**src/rtl/debounce_pkg.sv**
```systemverilog
// rtl/debounce_pkg.sv - shared types and constants for the debouncer
//
// Purpose : FSM state encoding and the default qualification length.
// Ports   : none (package).

package debounce_pkg;

    typedef enum logic [1:0] {
        LOW       = 2'd0,
        RISE_WAIT = 2'd1,
        HIGH      = 2'd2,
        FALL_WAIT = 2'd3
    } debounce_state_t;

    // 10 ms at 100 MHz.
    localparam int DEBOUNCE_DEFAULT_CYCLES = 1_000_000;

endpackage

```
**src/rtl/debouncer.sv**
```systemverilog
// rtl/debouncer.sv - single-input debouncer with level output and edge pulses
//
// Purpose : Accepts a new level on signal_in only after STABLE_CYCLES
//           consecutive equal samples, then emits the filtered level and a
//           one-cycle rise/fall pulse on the same edge.
// Ports   :
//   clk_in      in   1  system clock, posedge
//   reset_n_in  in   1  asynchronous active-low reset
//   signal_in   in   1  already-synchronized raw input, may bounce
//   level_out   out  1  debounced level, registered
//   rise_out    out  1  one-cycle pulse on an accepted 0->1 transition
//   fall_out    out  1  one-cycle pulse on an accepted 1->0 transition

module debouncer
    import debounce_pkg::*;
#(
    parameter int STABLE_CYCLES = DEBOUNCE_DEFAULT_CYCLES
) (
    input  logic clk_in,
    input  logic reset_n_in,
    input  logic signal_in,
    output logic level_out,
    output logic rise_out,
    output logic fall_out
);

    localparam int CNT_W = $clog2(STABLE_CYCLES + 1);
    localparam logic [CNT_W-1:0] CNT_LAST = CNT_W'(STABLE_CYCLES - 1);
    localparam logic [CNT_W-1:0] CNT_ONE  = CNT_W'(1);
    localparam logic [CNT_W-1:0] CNT_ZERO = '0;
    // With a one-sample window the WAIT states are never used.
    localparam bit SINGLE = (STABLE_CYCLES == 1);

    debounce_state_t  state, state_nxt;
    logic [CNT_W-1:0] cnt, cnt_nxt;
    logic             level_nxt;
    logic             rise_nxt;
    logic             fall_nxt;

    always_ff @(posedge clk_in or negedge reset_n_in) begin
        if (!reset_n_in) begin
            state     <= LOW;
            cnt       <= CNT_ZERO;
            level_out <= 1'b0;
            rise_out  <= 1'b0;
            fall_out  <= 1'b0;
        end else begin
            state     <= state_nxt;
            cnt       <= cnt_nxt;
            level_out <= level_nxt;
            rise_out  <= rise_nxt;
            fall_out  <= fall_nxt;
        end
    end

    // cnt holds the number of consecutive candidate samples already taken;
    // the sample that would make it STABLE_CYCLES completes the transition
    // instead of being stored, so cnt stays below STABLE_CYCLES.
    always_comb begin
        state_nxt = state;
        cnt_nxt   = CNT_ZERO;
        level_nxt = level_out;
        rise_nxt  = 1'b0;
        fall_nxt  = 1'b0;

        unique case (state)
            LOW: begin
                if (signal_in) begin
                    if (SINGLE) begin
                        state_nxt = HIGH;
                        level_nxt = 1'b1;
                        rise_nxt  = 1'b1;
                    end else begin
                        state_nxt = RISE_WAIT;
                        cnt_nxt   = CNT_ONE;
                    end
                end
            end

            RISE_WAIT: begin
                if (!signal_in) begin
                    state_nxt = LOW;
                end else if (cnt == CNT_LAST) begin
                    state_nxt = HIGH;
                    level_nxt = 1'b1;
                    rise_nxt  = 1'b1;
                end else begin
                    cnt_nxt = cnt + CNT_ONE;
                end
            end

            HIGH: begin
                if (!signal_in) begin
                    if (SINGLE) begin
                        state_nxt = LOW;
                        level_nxt = 1'b0;
                        fall_nxt  = 1'b1;
                    end else begin
                        state_nxt = FALL_WAIT;
                        cnt_nxt   = CNT_ONE;
                    end
                end
            end

            FALL_WAIT: begin
                if (signal_in) begin
                    state_nxt = HIGH;
                end else if (cnt == CNT_LAST) begin
                    state_nxt = LOW;
                    level_nxt = 1'b0;
                    fall_nxt  = 1'b1;
                end else begin
                    cnt_nxt = cnt + CNT_ONE;
                end
            end

            default: begin
                state_nxt = LOW;
            end
        endcase
    end

    a_cnt_bound: assert property (@(posedge clk_in) disable iff (!reset_n_in)
        cnt < CNT_W'(STABLE_CYCLES));

    a_no_overlap: assert property (@(posedge clk_in) disable iff (!reset_n_in)
        !(rise_out && fall_out));

    a_rise_one_cycle: assert property (@(posedge clk_in) disable iff (!reset_n_in)
        rise_out |=> !rise_out);

    a_fall_one_cycle: assert property (@(posedge clk_in) disable iff (!reset_n_in)
        fall_out |=> !fall_out);

endmodule

```
**config.mk**
```make
export PLATFORM = sky130hd
export DESIGN_NAME = debouncer
export DESIGN_NICKNAME = d
export VERILOG_FILES = /design/src/rtl/debounce_pkg.sv /design/src/rtl/debouncer.sv
export SDC_FILE = /design/constraint.sdc
export NUM_CORES = 1
export LEC_CHECK = 0
export ABC_AREA = 1
export CORE_MARGIN = 4
export CORE_UTILIZATION = 50
export CTS_BUF_LIST = sky130_fd_sc_hd__clkbuf_8
export DETAILED_ROUTE_END_ITERATION = 12
export GPL_TIMING_DRIVEN = 0
export PLACE_DENSITY = 0.69
export SLEW_MARGIN = 10
export SYNTH_ARGS = -nofsm -noshare
export SYNTH_HDL_FRONTEND = slang
export SYNTH_SLANG_ARGS = --single-unit
```
**constraint.sdc**
```tcl
create_clock -name clk_in -period 1.7 [get_ports clk_in]
set_clock_uncertainty 0.15 [all_clocks]
set_input_delay 0.17 -clock clk_in [delete_from_list [all_inputs] [get_ports clk_in]]
set_output_delay 0.17 -clock clk_in [all_outputs]
set_load 0.05 [all_outputs]
```
---- After elaboration in Yosys (flattened, before gate mapping) ----
Index checks and enable logic that the tools add are counted.
storage, ports and cells
  register bits after elaboration ......... 25
  bits in latches ......................... 0
  bits in writable memories ............... 0
  bits in read-only memories .............. 0
  bits of input ports ..................... 3
  word-level logic and storage cells ...... 45
  memories ................................ 0
cells by class
  $add $sub $neg .......................... 1
  $mul .................................... 0
  div/mod/pow operators ................... 0
  $lt $le $gt $ge ......................... 0
  equal/unequal tests ..................... 12
  shifts and indexed selects .............. 0
  multiplexer cells ....................... 23
  bitwise operators ....................... 0
  reductions and logical operators ........ 4
operator list
  kind                   number
  $pmux 20 s4            1
  $mux 20                3
  $add 20x1->20 const B  1
  $eq 20x20->1 const B   1
  $mux 2                 6
  $ne 2x2->1 const B     6
  $mux 1                 11
  $pmux 2 s4             1
  $ne 3x3->1 const B     2
  $reduce_and 5->1       1
  $eq 2x2->1 const B     2
  $reduce_and 4->1       1
  $eq 2x1->1 const B     1
  $logic_not 2->1        1
  $pmux 1 s2             1
  $reduce_bool 2->1      1

---- Logic depth before layout (Yosys ltp) ----
Gate-level depths: netlist of the first run.
  word-level depth ........................ 4
  gate-level depth with buffers ........... 10
  depth with buffers taken out ............ 9

---- Worst setup path after synthesis of the first run ----
Ideal clock, no wire load.
  kind .................................... reg-to-reg
  start point ............................. register cnt[0]
  end point ............................... register cnt[12]
  data arrival time ....................... 1.287 ns
  required time ........................... 1.428 ns
  setup slack ............................. 0.141 ns
  cell stages (with the launch flop) ...... 10
  buffers on the path ..................... 1
  cells stage by stage .................... dfrtp_1 > ha_1 > nand2_2 > nor2_4 > nand4_2 > nor2_4 > nor2_4 > inv_6 > buf_12 > nor2_2
on the way
  longest elaborated chain between the ends .. 4
  elaborated cells on any way between the ends .. 6
RTL lines
  item                                                  line                               RTL
  from (decl)                                           debouncer.sv:35                    logic [CNT_W-1:0] cnt, cnt_nxt;
  from (signal assigned)                                debouncer.sv:49                    cnt <= cnt_nxt;
  $add 20x1->20 / $eq 20x20->1 (equally long branches)  --
  $mux 20 (*)                                           debouncer.sv:83, debouncer.sv:108
  $mux 20, on equally long branches                     debouncer.sv:106, debouncer.sv:81
  $pmux 20 s4 (*)                                       debouncer.sv:66                    unique case (state)
  named net cnt_nxt[12]                                 debouncer.sv:35
Mark *: on every way through the listed nets, which the timed path passes. The rest lies on a longest branch.
A chain may end at the register's enable or synchronous reset.

---- Worst setup path after layout of the first run ----
Ends and elaborated chain as after synthesis.

==> results.txt, run 1 <==
Slowest cell on crit path - dfrtp_1
Slew @ Worst Pin - 561 ps
Vias per cell - 5.22
Clock Sink Count - 25
R2R depth - 9
Fraction of layout cells with a size suffix above 1 - 21.9%
Seq/Total Area, Yosys - 43.7%
Antenna violations before repair - 0
Switching part of the total - 23.8%
Nets - 206
Clock power share - 35.6%
CP Data Arrival Time - 1700 ps
Row count - 19
Min cycle time layout - 1680 ps
Combinational share of power - 6.5%
Starting density of the core - 52.0%
Routed WL - 2.96 mm
Total track usage - 17.8%
Critical R2R Launch - cnt[0]$_DFF_PN0_
CTS tree - built
Crit-path most repeated cell - nor2_4
Ant. Diodes - 0
Largest family of logic cells by synthesized area - simple AND/OR/NAND/NOR gates
CTS Buf Count - 3
Count of cell types in the netlist - 22
Setup CP Type - flop to flop
Die extent in y - 61.5 µm
DR pass1 iterations - 4
CP max stage delay - 410 ps
Clock tree buffer depth - 2
Multiplexer share of the synthesized area - 0%
Drc violations - 0
Final Util - 61.3%
DPL Wire Length - 2.03 mm
Final ANT Viol Nets - 0
Synthesized net count - 188
Max IR drop VDD - 0.000676 V
Num ports - 6
Setup WS pre-CTS - -76.2 ps
Max_slew headroom - 62.6%
Final Hold Viols - 0
Mapped cell area - 1430 µm²
Simple-gate area share of the yosys netlist - 39.2%
Initial detailed-routing violation count - 44
Fmax - 596 MHz
Synthesized-area fraction occupied by adder cells - 0.873%
Area delta synth->final - 18.1%
Post-synthesis xor/xnor area fraction - 6.72%
Die X - 61.5 µm
Synthesized instance count - 184
Most frequent cells in the layout - nand2_1, nor2_1, dfrtp_1
Commonest non-fill, non-tap cell in the layout - nand2_1
Data required time of the worst path - 1730 ps
Total congestion overflow - 0
Final Non-Filler Cells - 232
Post-Syn Area per Cell - 7.79 µm²
Max H-tree Level - 1
Element type at the critical path start - flop
Synth Register Bits - 25
Switching power - 0.249 mW
Crit share post-route - 98.7%
Pint - 0.796 mW
RD Place Congestion - 0.929
R2r endpoint - cnt[12]$_DFF_PN0_
Status - finished clean
Skew-Pair Late Insertion Delay - 280 ps
Hold Crit Class - primary input to async pin
Power Dens Cells - 618 nW/µm²
First-pass GRT wire length - 4.87 mm
Finish-stage setup viols - 0
Synthesis warning total - 0
Seq pwr share - 57.9%
Synth Area in Compound Gates - 1.40%
Die area - 3790 µm²
CP endpoint kind - flop
Vias in the first global route - 1143
Crit-path cells - ha_4 > nand2_4 > nor2_4 > nand4_4 > nor2_4 > nor2_4 > clkinv_4 > clkbuf_16 > nor2_2
Max Fanout on Critical Path - 7
Worst-path clk slew - 90 ps
Core area - 2760 µm²
RSZ-0062 raised after global routing - yes
CTS root buf - clkbuf_8
Fin. max-slew vios - 0
IO buf count - 5
Placed cell count - 220
Reg2reg setup slack - 20 ps
# Max-Cap Violations - 0
Final WS setup - 22.6 ps
Pin count of the biggest net entering global routing - 26
Detailed-route via count - 1210
Wirelength per Cell - 12.8 µm
Static Leakage - 0.713 nW
==> final cells by class <==
type | count | area, µm²
buffer | 2 | 25.0
clock buffer | 3 | 41.3
clock inverter | 1 | 7.51
fill | 237 | 1070
inverter | 23 | 91.3
multi-input combinational | 134 | 737
sequential | 25 | 626
tap | 31 | 38.8
timing repair buffer | 13 | 125
==> cells in the mapped netlist <==
library cell,number,area share (%)
a21oi_1,1,0.35
buf_12,1,1.4
buf_2,1,0.35
dfrtp_1,25,44
ha_1,1,0.87
inv_1,21,5.5
inv_2,1,0.26
inv_6,1,0.61
nand2_1,43,11
nand2_2,2,0.87
nand3_1,17,5.9
nand3_2,1,0.70
nand4_1,3,1.3
nand4_2,1,0.87
nor2_1,30,7.9
nor2_2,15,6.6
nor2_4,4,3.1
nor3_1,2,0.70
o21ai_0,1,0.35
o21ai_1,2,0.70
xnor2_1,3,1.8
xor2_1,8,4.9
==> worst max path at each step <==
stage	start	to	slack (ps)	depth (start not counted)
2_1_floorplan	cnt[0]$_DFF_PN0_	cnt[12]$_DFF_PN0_	140	9
3_3_place_gp	signal_in	cnt[18]$_DFF_PN0_	-40	10
3_5_place_dp	signal_in	cnt[18]$_DFF_PN0_	-80	10
4_1_cts	cnt[0]$_DFF_PN0_	cnt[18]$_DFF_PN0_	9	9
5_1_grt	cnt[1]$_DFF_PN0_	cnt[3]$_DFF_PN0_	-50	9
6_report	cnt[0]$_DFF_PN0_	cnt[12]$_DFF_PN0_	20	9
==> kinds of logic after synthesis <==
| logic type | after synthesis |
|---|---|
| AO/OA/AOI/OAI | 4 |
| AND/OR/NAND/NOR | 118 |
| XOR/XNOR | 11 |
| adder cells (fa/ha/maj) | 1 |
| buffers and inverters | 25 |
| flip-flops | 25 |
==> per-stage QoR <==
step	setup TNS [ps]	hold WS (ps)	power (mW)	cell area (µm²)
2_1_floorplan	0	-276	0.642	1430
3_3_place_gp	-357	310	0.664	1520
3_5_place_dp	-1560	317	0.666	1520
4_1_cts	0	336	1.04	1570
5_1_grt	-760	312	1.09	1690
6_report	0	254	1.04	1690
==> layer usage <==
layer,part of all wire (%),track usage [%],vias up
li1,-,-,599
met3,4.5,3.35,8
met5,0,0,-
met2,49,28.0,35
met4,2.6,10.6,0
met1,44,22.5,568
==> power groups by stage <==
stage / Combinational (mW) / Clock, mW / Sequential [mW]
6_report: 0.0680 / 0.372 / 0.605
5_1_grt: 0.0753 / 0.413 / 0.606
4_1_cts: 0.0514 / 0.381 / 0.603
3_3_place_gp: 0.0490 / 0 / 0.614
3_5_place_dp: 0.0512 / 0 / 0.615
2_1_floorplan: 0.0284 / 0 / 0.614
==> flip-flops by register name, indices dropped and copies added, names as in the netlist, named ones only <==
| register | cells |
|---|---|
| level_out | 1 |
| rise_out | 1 |
| cnt | 20 |
| fall_out | 1 |
| state | 1 |
==> repair_timing <==
action | 4_1_cts | 5_1_grt
pin swaps | 1 | 6
setup endpoints to repair | 13 | 17
buffers inserted | 1 | 5
hold buffers | 0 | 1
cloned | 0 | 1
endpoints found under the hold margin | 0 | 25
gates resized for setup | 3 | 11
==> critical path: cells and delay by family, from the launching register on <==
| kind | cells | cell delay [ps] |
|---|---|---|
| adders and majority gates | 1 | 170 |
| buffers and inverters | 2 | 230 |
| DFF | 1 | 410 |
| and+or+nand+nor | 6 | 590 |
(Power assumes the default switching activity.)
==> run 2, diff against run 1 <==
Settings changed: ABC_CLOCK_PERIOD_IN_PS from default to 1700, DONT_BUFFER_PORTS from default to 1, PLACE_DENSITY 0.69 to 0.66.
==> run 2 against run 1 <==
  * Routed wire length decreased by 2.1%
  * Die area unchanged
  * Sequential share of layout area down 0.055 points
  * Cell count down 0.86%
  * Critical path type unchanged
  * Largest cell class unchanged
  * Highest routed layer unchanged
==> results.txt, run 2 (same netlist as run 1, synthesis figures left out) <==
Status - finished clean (unchanged)
Max Fanout on Critical Path - 7 (unchanged)
WHS - 179 ps (was 254 ps)
Worst Setup EP - cnt[11]$_DFF_PN0_ (was cnt[12]$_DFF_PN0_)
Clock tree buffer depth - 2 (unchanged)
Largest reg by FF count - cnt (unchanged)
Total congestion overflow - 0 (unchanged)
Fin. max-slew vios - 0 (unchanged)
Max_slew headroom - 68.0% (was 62.6%)
Static Leakage - 0.713 nW (about the same)
Routed WL - 2.90 mm (was 2.96 mm)
Finish-stage setup viols - 0 (unchanged)
Element type at the critical path start - flop (unchanged)
Initial detailed-routing violation count - 37 (was 44)
R2R depth - 9 (unchanged)
Data required time of the worst path - 1710 ps (was 1730 ps)
Hold Crit Class - primary input to async pin (unchanged)
Vias in the first global route - 1148 (was 1143)
Starting density of the core - 52.0% (unchanged)
Die extent in y - 61.5 µm (unchanged)
DPL Wire Length - 2.05 mm (was 2.03 mm)
Core area - 2760 µm² (unchanged)
Critical R2R Launch - cnt[1]$_DFF_PN0_ (was cnt[0]$_DFF_PN0_)
DR pass1 iterations - 5 (was 4)
Nets - 204 (was 206)
Slew @ Worst Pin - 479 ps (was 561 ps)
Skew-Pair Late Insertion Delay - 270 ps (was 280 ps)
Commonest non-fill, non-tap cell in the layout - nand2_1 (unchanged)
RD Place Congestion - 0.895 (was 0.929)
R2r endpoint - cnt[11]$_DFF_PN0_ (was cnt[12]$_DFF_PN0_)
Overall power - 1.02 mW (was 1.04 mW)
Setup CP Type - flop to flop (unchanged)
Pin count of the biggest net entering global routing - 26 (unchanged)
Num ports - 6 (unchanged)
Worst Setup SP - cnt[1]$_DFF_PN0_ (was cnt[0]$_DFF_PN0_)
Reg2reg setup slack - 8 ps (was 20 ps)
Final ANT Viol Nets - 0 (unchanged)
Power Dens Cells - 603 nW/µm² (was 618 nW/µm²)
Vias per cell - 5.10 (was 5.22)
Final Hold Viols - 0 (unchanged)
Most frequent cells in the layout - nand2_1, nor2_1, dfrtp_1 (unchanged)
Min cycle time layout - 1690 ps (was 1680 ps)
Max reg flops - 20 (unchanged)
Max H-tree Level - 1 (unchanged)
IO buf count - 0 (was 5)
Max IR drop VDD - 0.000584 V (was 0.000676 V)
First-pass GRT wire length - 4.69 mm (was 4.87 mm)
Fraction of layout cells with a size suffix above 1 - 24.1% (was 21.9%)
Clock Sink Count - 25 (unchanged)
Drc violations - 0 (unchanged)
Die area - 3790 µm² (unchanged)
Die X - 61.5 µm (unchanged)
Placed cell count - 215 (was 220)
CP endpoint kind - flop (unchanged)
# Max-Cap Violations - 0 (unchanged)
RSZ-0062 raised after global routing - yes (unchanged)
CP Data Arrival Time - 1700 ps (about the same)
Worst-path clk slew - 90 ps (about the same)
Crit share post-route - 99.5% (was 98.7%)
Area delta synth->final - 18.3% (was 18.1%)
Row count - 19 (unchanged)
Detailed-route via count - 1173 (was 1210)
CTS root buf - clkbuf_8 (unchanged)
CTS tree - built (unchanged)
Antenna violations before repair - 0 (unchanged)
Total track usage - 16.6% (was 17.8%)
Final Non-Filler Cells - 230 (was 232)
CTS Buf Count - 3 (unchanged)
Ant. Diodes - 0 (unchanged)
Fmax - 591 MHz (was 596 MHz)
Wirelength per Cell - 12.6 µm (was 12.8 µm)
run 2: critical path, stage by stage (launching register included):
cell and delay [ps]:
dfrtp_1 410, ha_4 180, nand2_4 60, nor2_4 160, nand4_4 100, nor2_4 170
nor2_4 70, clkinv_4 90, clkbuf_16 150, nor2_2 30
run 2: power breakdown:
part	switching (mW)	total [mW]	internal, mW
Combinational	0.0390	0.0739	0.0349
Sequential	0.00635	0.605	0.598
Clock	0.182	0.343	0.161
run 2: worst min-delay path by stage:
stage                     startpoint                to
after floorplan           reset_n_in         async pin
after global placement    reset_n_in  cnt[6]$_DFF_PN0_
after detailed placement  reset_n_in  cnt[8]$_DFF_PN0_
after CTS                 reset_n_in  cnt[8]$_DFF_PN0_
after global routing      reset_n_in  cnt[8]$_DFF_PN0_
final                     reset_n_in  cnt[8]$_DFF_PN0_
run 2: timing repair:
item                                    4_1_cts  5_1_grt
gates resized for setup                       0       16
endpoints found under the setup margin       10       14
hold buffers                                  3        0
endpoints found under the hold margin        28        0
setup buffers                                 1        6
gates cloned                                  0        1
pin swaps                                     1        6
run 2: final cells by class:
cell class                 count  area [µm²]
sequential                    25         626
clock inverter                 1        3.75
timing repair buffer          11         121
tap                           31        38.8
fill                         234        1060
buffer                         2        25.0
clock buffer                   3        41.3
inverter                      23        91.3
multi-input combinational    134         747
run 2: metrics by stage:
| step | util (%) | setup WS, ps | TNS [ps] | area, µm² |
|---|---|---|---|---|
| finish | 61.4 | 7.73 | 0 | 1690 |
| global route | 61.4 | -76.6 | -982 | 1690 |
| CTS | 56.7 | 7.39 | 0 | 1560 |
| detailed placement | 53.4 | -24.4 | -205 | 1470 |
| global placement | 53.4 | 5.65 | 0 | 1470 |
| floorplan | - | 141 | 0 | 1430 |
run 2: per-layer routing:
metal  GRT usage [%]  vias to the layer above  share of wire [%]
met5               0                        -                  0
met4            8.48                        0                1.9
met3            2.10                        6                2.9
met2            27.8                       22                 48
met1            20.8                      552                 47
li1                -                      593                  -
